**config.mk**
```make
export PLATFORM = sky130hd
export DESIGN_NAME = rc4_phase_sequencer
export DESIGN_NICKNAME = d
export VERILOG_FILES = /design/src/rtl/rc4_pkg.sv /design/src/rtl/phase_watchdog.sv /design/src/rtl/rc4_phase_sequencer.sv
export SDC_FILE = /design/constraint.sdc
export NUM_CORES = 1
export LEC_CHECK = 0
export ABC_AREA = 1
export ABC_CLOCK_PERIOD_IN_PS = 2300
export CAP_MARGIN = 20
export CORE_AREA = 3 3 78 65
export DETAILED_ROUTE_END_ITERATION = 10
export DIE_AREA = 0 0 81 68
export MAX_ROUTING_LAYER = met4
export PLACE_DENSITY = 0.8
export SYNTH_ARGS = -nofsm -noshare
export SYNTH_HDL_FRONTEND = slang
export SYNTH_SLANG_ARGS = --single-unit
```
**constraint.sdc**
```tcl
create_clock -name clk -period 2.3 [get_ports clk]
set_input_delay 0.69 -clock clk [delete_from_list [all_inputs] [get_ports clk]]
set_output_delay 0.69 -clock clk [all_outputs]
set_load 0.02 [all_outputs]
```
**src/rtl/rc4_pkg.sv**
```systemverilog
// Shared types for the RC4 decoder: S-memory ownership codes, sequencer states
// and small state-decoding helpers.
package rc4_pkg;

  localparam int S_DEPTH = 256;

  typedef enum logic [1:0] {
    OWN_NONE = 2'd0,
    OWN_INIT = 2'd1,
    OWN_SHUF = 2'd2,
    OWN_DEC  = 2'd3
  } owner_t;

  typedef enum logic [3:0] {
    ST_IDLE,
    ST_INIT_START,
    ST_INIT_RUN,
    ST_SHUF_START,
    ST_SHUF_RUN,
    ST_DEC_START,
    ST_DEC_RUN,
    ST_STOP,
    ST_DONE,
    ST_ERROR
  } seq_state_t;

  function automatic owner_t state_owner(input seq_state_t s);
    owner_t o;
    case (s)
      ST_INIT_START, ST_INIT_RUN: o = OWN_INIT;
      ST_SHUF_START, ST_SHUF_RUN: o = OWN_SHUF;
      ST_DEC_START,  ST_DEC_RUN:  o = OWN_DEC;
      default:                    o = OWN_NONE;
    endcase
    return o;
  endfunction

  function automatic logic is_start(input seq_state_t s);
    return (s == ST_INIT_START) || (s == ST_SHUF_START) || (s == ST_DEC_START);
  endfunction

  function automatic logic is_run(input seq_state_t s);
    return (s == ST_INIT_RUN) || (s == ST_SHUF_RUN) || (s == ST_DEC_RUN);
  endfunction

endpackage

```
**src/rtl/phase_watchdog.sv**
```systemverilog
// Saturating per-phase cycle counter; flags expiry on the RUN cycle in which the
// count reaches TIMEOUT-1, so a phase gets at most TIMEOUT-1 RUN cycles.
module phase_watchdog #(
  parameter int TIMEOUT = 4096,
  parameter int WDOG_W  = 13
) (
  input  logic clk,
  input  logic reset,
  input  logic clear,
  input  logic enable,
  output logic expired
);

  localparam logic [WDOG_W-1:0] LIMIT = WDOG_W'(TIMEOUT - 2);

  logic [WDOG_W-1:0] count_q, count_d;

  always_comb begin
    count_d = count_q;
    if (clear) begin
      count_d = '0;
    end else if (enable && (count_q != '1)) begin
      count_d = count_q + 1'b1;
    end
  end

  always_ff @(posedge clk or negedge reset) begin
    if (!reset) begin
      count_q <= '0;
    end else begin
      count_q <= count_d;
    end
  end

  // count_q == LIMIT means this RUN cycle brings the count to TIMEOUT-1
  assign expired = enable && !clear && (count_q >= LIMIT);

endmodule

```
**src/rtl/rc4_phase_sequencer.sv**
```systemverilog
// Runs S-init, shuffle and decrypt in order and grants the single S-memory port
// to exactly one phase FSM at a time, with watchdog and abort handling.
module rc4_phase_sequencer
  import rc4_pkg::*;
#(
  parameter int ADDR_W  = 8,
  parameter int DATA_W  = 8,
  parameter int TIMEOUT = 4096,
  parameter int WDOG_W  = 13
) (
  input  logic              clk,
  input  logic              reset,
  input  logic              start,
  input  logic              abort,
  output logic              init_start,
  output logic              shuf_start,
  output logic              dec_start,
  input  logic              init_done,
  input  logic              shuf_done,
  input  logic              dec_done,
  output logic              shuf_stop,
  input  logic [ADDR_W-1:0] init_addr,
  input  logic [ADDR_W-1:0] shuf_addr,
  input  logic [ADDR_W-1:0] dec_addr,
  input  logic [DATA_W-1:0] init_data,
  input  logic [DATA_W-1:0] shuf_data,
  input  logic [DATA_W-1:0] dec_data,
  input  logic              init_wren,
  input  logic              shuf_wren,
  input  logic              dec_wren,
  output logic [ADDR_W-1:0] mem_addr,
  output logic [DATA_W-1:0] mem_data,
  output logic              mem_wren,
  output logic [1:0]        owner,
  output logic              busy,
  output logic              done,
  output logic              error
);

  seq_state_t state_q, state_d;
  owner_t     owner_q, owner_d;
  logic init_start_q, init_start_d;
  logic shuf_start_q, shuf_start_d;
  logic dec_start_q,  dec_start_d;
  logic shuf_stop_q,  shuf_stop_d;
  logic busy_q,  busy_d;
  logic done_q,  done_d;
  logic error_q, error_d;
  logic wd_expired;

  phase_watchdog #(
    .TIMEOUT(TIMEOUT),
    .WDOG_W (WDOG_W)
  ) u_watchdog (
    .clk    (clk),
    .reset  (reset),
    .clear  (is_start(state_q)),
    .enable (is_run(state_q)),
    .expired(wd_expired)
  );

  // Priority inside a RUN state: abort, then the phase's own done, then watchdog
  always_comb begin
    state_d = state_q;
    case (state_q)
      ST_IDLE, ST_DONE, ST_ERROR: if (start && !abort) state_d = ST_INIT_START;
      ST_INIT_START: state_d = abort ? ST_STOP : ST_INIT_RUN;
      ST_SHUF_START: state_d = abort ? ST_STOP : ST_SHUF_RUN;
      ST_DEC_START:  state_d = abort ? ST_STOP : ST_DEC_RUN;
      ST_INIT_RUN: begin
        if (abort)           state_d = ST_STOP;
        else if (init_done)  state_d = ST_SHUF_START;
        else if (wd_expired) state_d = ST_ERROR;
      end
      ST_SHUF_RUN: begin
        if (abort)           state_d = ST_STOP;
        else if (shuf_done)  state_d = ST_DEC_START;
        else if (wd_expired) state_d = ST_ERROR;
      end
      ST_DEC_RUN: begin
        if (abort)           state_d = ST_STOP;
        else if (dec_done)   state_d = ST_DONE;
        else if (wd_expired) state_d = ST_ERROR;
      end
      ST_STOP: state_d = ST_IDLE;
      default: state_d = ST_IDLE;
    endcase
  end

  always_comb begin
    owner_d      = state_owner(state_d);
    init_start_d = (state_d == ST_INIT_START);
    shuf_start_d = (state_d == ST_SHUF_START);
    dec_start_d  = (state_d == ST_DEC_START);
    shuf_stop_d  = (state_d == ST_STOP);
    busy_d       = (owner_d != OWN_NONE);
    done_d       = (state_d == ST_DONE);
    error_d      = (state_d == ST_ERROR);
  end

  always_ff @(posedge clk or negedge reset) begin
    if (!reset) begin
      state_q      <= ST_IDLE;
      owner_q      <= OWN_NONE;
      init_start_q <= 1'b0;
      shuf_start_q <= 1'b0;
      dec_start_q  <= 1'b0;
      shuf_stop_q  <= 1'b0;
      busy_q       <= 1'b0;
      done_q       <= 1'b0;
      error_q      <= 1'b0;
    end else begin
      state_q      <= state_d;
      owner_q      <= owner_d;
      init_start_q <= init_start_d;
      shuf_start_q <= shuf_start_d;
      dec_start_q  <= dec_start_d;
      shuf_stop_q  <= shuf_stop_d;
      busy_q       <= busy_d;
      done_q       <= done_d;
      error_q      <= error_d;
    end
  end

  // Port mux follows the registered grant so requesters see zero extra latency
  always_comb begin
    mem_addr = '0;
    mem_data = '0;
    mem_wren = 1'b0;
    case (owner_q)
      OWN_INIT: begin
        mem_addr = init_addr;
        mem_data = init_data;
        mem_wren = init_wren;
      end
      OWN_SHUF: begin
        mem_addr = shuf_addr;
        mem_data = shuf_data;
        mem_wren = shuf_wren;
      end
      OWN_DEC: begin
        mem_addr = dec_addr;
        mem_data = dec_data;
        mem_wren = dec_wren;
      end
      default: ;
    endcase
  end

  assign owner      = owner_q;
  assign init_start = init_start_q;
  assign shuf_start = shuf_start_q;
  assign dec_start  = dec_start_q;
  assign shuf_stop  = shuf_stop_q;
  assign busy       = busy_q;
  assign done       = done_q;
  assign error      = error_q;

endmodule

```
==> qor.txt <==
Core footprint = 0.00426 mm2
Worst hold path type = flop to flop
Vias per cell = 4.85
Routability cong. = 0.858
Tot GR Track Use = 20.0%
Final Cycle Share = 98.6%
Die Area = 0.00551 mm2
R2r worst-path depth = 15
Worst-path maximum fanout = 1
Post-synth net total = 337
Post-route cell area = 0.00280 mm2
Crit path kind = input pin to output port
CTS buffer count = 3
Cell Rows = 21
Synth Warn # = 0
Vias after detailed routing = 2073
FF+latch area = 651 um2
Placed inst area = 0.00279 mm2
FILL cells = 376
Largest net degree at the start of global routing = 27
Count leader, synth = nand2_1
Max Transition Viols Final = 0
DP Cell Count = 423
Post-synthesis sequential area ratio = 35.8%
Vias in the first global route = 1819
Post-synth EDFFs = 0
Tmin final = 2.27 ns
Dpl ws = -0.296 ns
Status = finished clean
Critical Path Sink Type = output port
R2r endpoint = busy$_DFF_PN0_
Chip height = 68 um
Synthesized instance count = 277
Final setup viols = 0
CP startpoint = dec_addr[7]
Worst EP required = 1.61 ns
WP buf/inv = 2
Fin nets = 431
Cell family with the largest share of critical-path delay = buffers and inverters
PortBufs = 83
Setup crit start kind = input pin
First-pass GRT wire length = 8420 um
Reg2reg setup slack = 0.36 ns
Fmax = 441 MHz
Yosys top cell area share = 35.8%
Setup bufs post-CTS = 0
Clock latency on the worst-skew pair = 0.27 ns
Root buf cell = clkbuf_8
Worst-Margin Slew = 0.416 ns
Cell leakage power = 1.33 nW
Cells on Worst Hold Path = 1
Setup Skew = 0.00332 ns
Setup TNS = 0 ns
# DRC = 0
#FFs+latches synth = 26
H-tree levels = 1
Max-cap violations = 0
Average wire per standard cell = 12.9 um
Mapped Area = 0.00182 mm2
Global route total overflow = 0
Post-Route WL = 5500 um
Worst EP arrival = 1.58 ns
Cell taking the most area after synthesis = dfrtp_1
Worst-path cell chain = clkdlybuf4s50_1 > nand2_1 > nand3_1 > clkdlybuf4s15_1
CTS clock-pin slew for the worst setup and hold paths = 0.09 ns
Worst Slack Setup Final = 0.0319 ns
Top post-synthesis cells by count = nand2_1, nand3_1, inv_1, nor2_1, dfrtp_1
Initial antenna violation count = 0
Maximum root-to-sink buffer count = 2
CTS sink cnt = 26
Finished Layout Cells = 427
Diode count = 0
Largest stage delay on the critical path = 0.45 ns
HP Start = u_watchdog.count_q[7]$_DFFE_PN0P_
Mapped Avg Cell Area = 6.57 um2
Design Power = 3.11 mW
IR drop worst, VDD = 0.603 mV
Power per Cell Area = 1110 mW/mm2
FF-to-FF Start = u_watchdog.count_q[0]$_DFFE_PN0P_
Ys flop type = dfrtp_1
1st-pass router iterations = 4
Die span in x = 81 um
Synth cell types = 32
Area Growth Syn to Fin = 53.9%
Crit-path slowest cell = clkdlybuf4s50_1
Initial Util = 42.7%
Share of layout cells above drive strength 1 = 14.9%
Number of routed nets with antenna violations = 0
Initial DRC Count = 103
I/O pin cnt = 84
RSZ-0062 raised after global routing = no
Hold Fails Final Rpt = 0
Dominant cells by area after synthesis = dfrtp_1, nand2_1, nand3_1, inv_1, nor2_1
Relative max-transition margin = 72.3%
HPWL after DPL = 4490 um
Worst-case hold path end point = u_watchdog.count_q[7]$_DFFE_PN0P_
CTS tree = built
Synth async-reset ratio = 100%
Area occupied by multi-input gates = 0.00101 mm2
registers in the layout, indices dropped and copies added (netlist names):
name / flops
busy: 1
done: 1
init_start: 1
u_watchdog.count_q: 13
dec_start: 1
owner: 2
error: 1
shuf_stop: 1
state_q: 4
shuf_start: 1
worst max path at each step:
stage | to | slack (ns) | cells past startpoint
2_1_floorplan | mem_addr[0] | 0.23 | 5
3_3_place_gp | mem_wren | -0.28 | 4
3_5_place_dp | mem_data[2] | -0.30 | 4
4_1_cts | mem_data[4] | 0.001 | 4
5_1_grt | mem_addr[3] | 0.002 | 4
6_report | mem_addr[7] | 0.03 | 4
layout by cell type, fill, tap and decap left out:
cell type	n
bufinv_16	1
o31ai_1	1
o221ai_1	1
nand4_1	2
a31o_2	1
nand3_2	4
nor2_4	3
nand2_2	4
clkinv_1	1
nor3b_1	1
clkdlybuf4s50_1	66
o21ai_1	1
nand2_1	97
nand3_1	32
buf_12	1
nor2_2	4
inv_4	1
clkbuf_8	3
a21oi_4	1
clkdlybuf4s15_1	3
nand2_4	1
a21oi_2	1
a211oi_1	1
o21bai_1	2
dfrtp_1	26
a21oi_1	12
o21ai_0	7
a31oi_1	1
ha_1	2
nor3_1	2
clkdlybuf4s15_2	1
o21ai_2	1
inv_1	29
inv_2	6
buf_4	9
o21a_1	1
nor2_1	27
clkbuf_2	13
what timing repair did:
action                     in CTS  in global routing
hold buffers                    0                  0
setup endpoints to repair      17                 16
gates resized for setup        27                 22
pin swaps                       0                  0
where the power goes:
part | switching [mW] | total, mW | internal, mW
registers | 0.0923 | 0.653 | 0.560
logic | 1.30 | 2.08 | 0.787
clock network | 0.139 | 0.372 | 0.233
worst reg2reg max path, cell delays in order (launching register included):
cell	delay (ns)
dfrtp_1	0.41
inv_1	0.12
ha_1	0.17
inv_1	0.04
nor2_1	0.10
nand3_1	0.08
nand3_1	0.11
nand2_2	0.10
nand2_1	0.07
nand2_1	0.06
nand2_1	0.09
nand2_1	0.05
nor2_1	0.15
nor2_1	0.06
nand2_1	0.10
nand3_1	0.10
cell type report:
type                       instances  share of cell area (%)
multi-input combinational        210                    36.1
clock buffer                       3                    1.47
inverter                          37                    5.05
sequential                        26                    23.2
timing repair buffer              93                    30.5
clock inverter                     1                    1.07
tap                               57                    2.55
through the flow:
step                      util, %  hold WS, ns
final                        65.8        0.513
after detailed placement     65.6        0.504
after global routing         65.8        0.551
after CTS                    67.1        0.518
after floorplan                 -        0.394
after global placement       65.6        0.492
layer usage:
metal,global-route usage (%),wire [um],up-vias
met3,6.32,522,4
met5,-,0,-
met4,3.59,46,0
li1,-,-,1074
met1,26.1,2480,922
met2,31.1,2450,73
cell families after synthesis:
logic type	after synthesis	synth area share (%)
AOI/OAI and AO/OA	31	10.7
adders and majority gates	2	1.38
and+or+nand+nor	177	43.5
DFF	26	35.8
buffers and inverters	41	8.67
(Power assumes the default switching activity.)
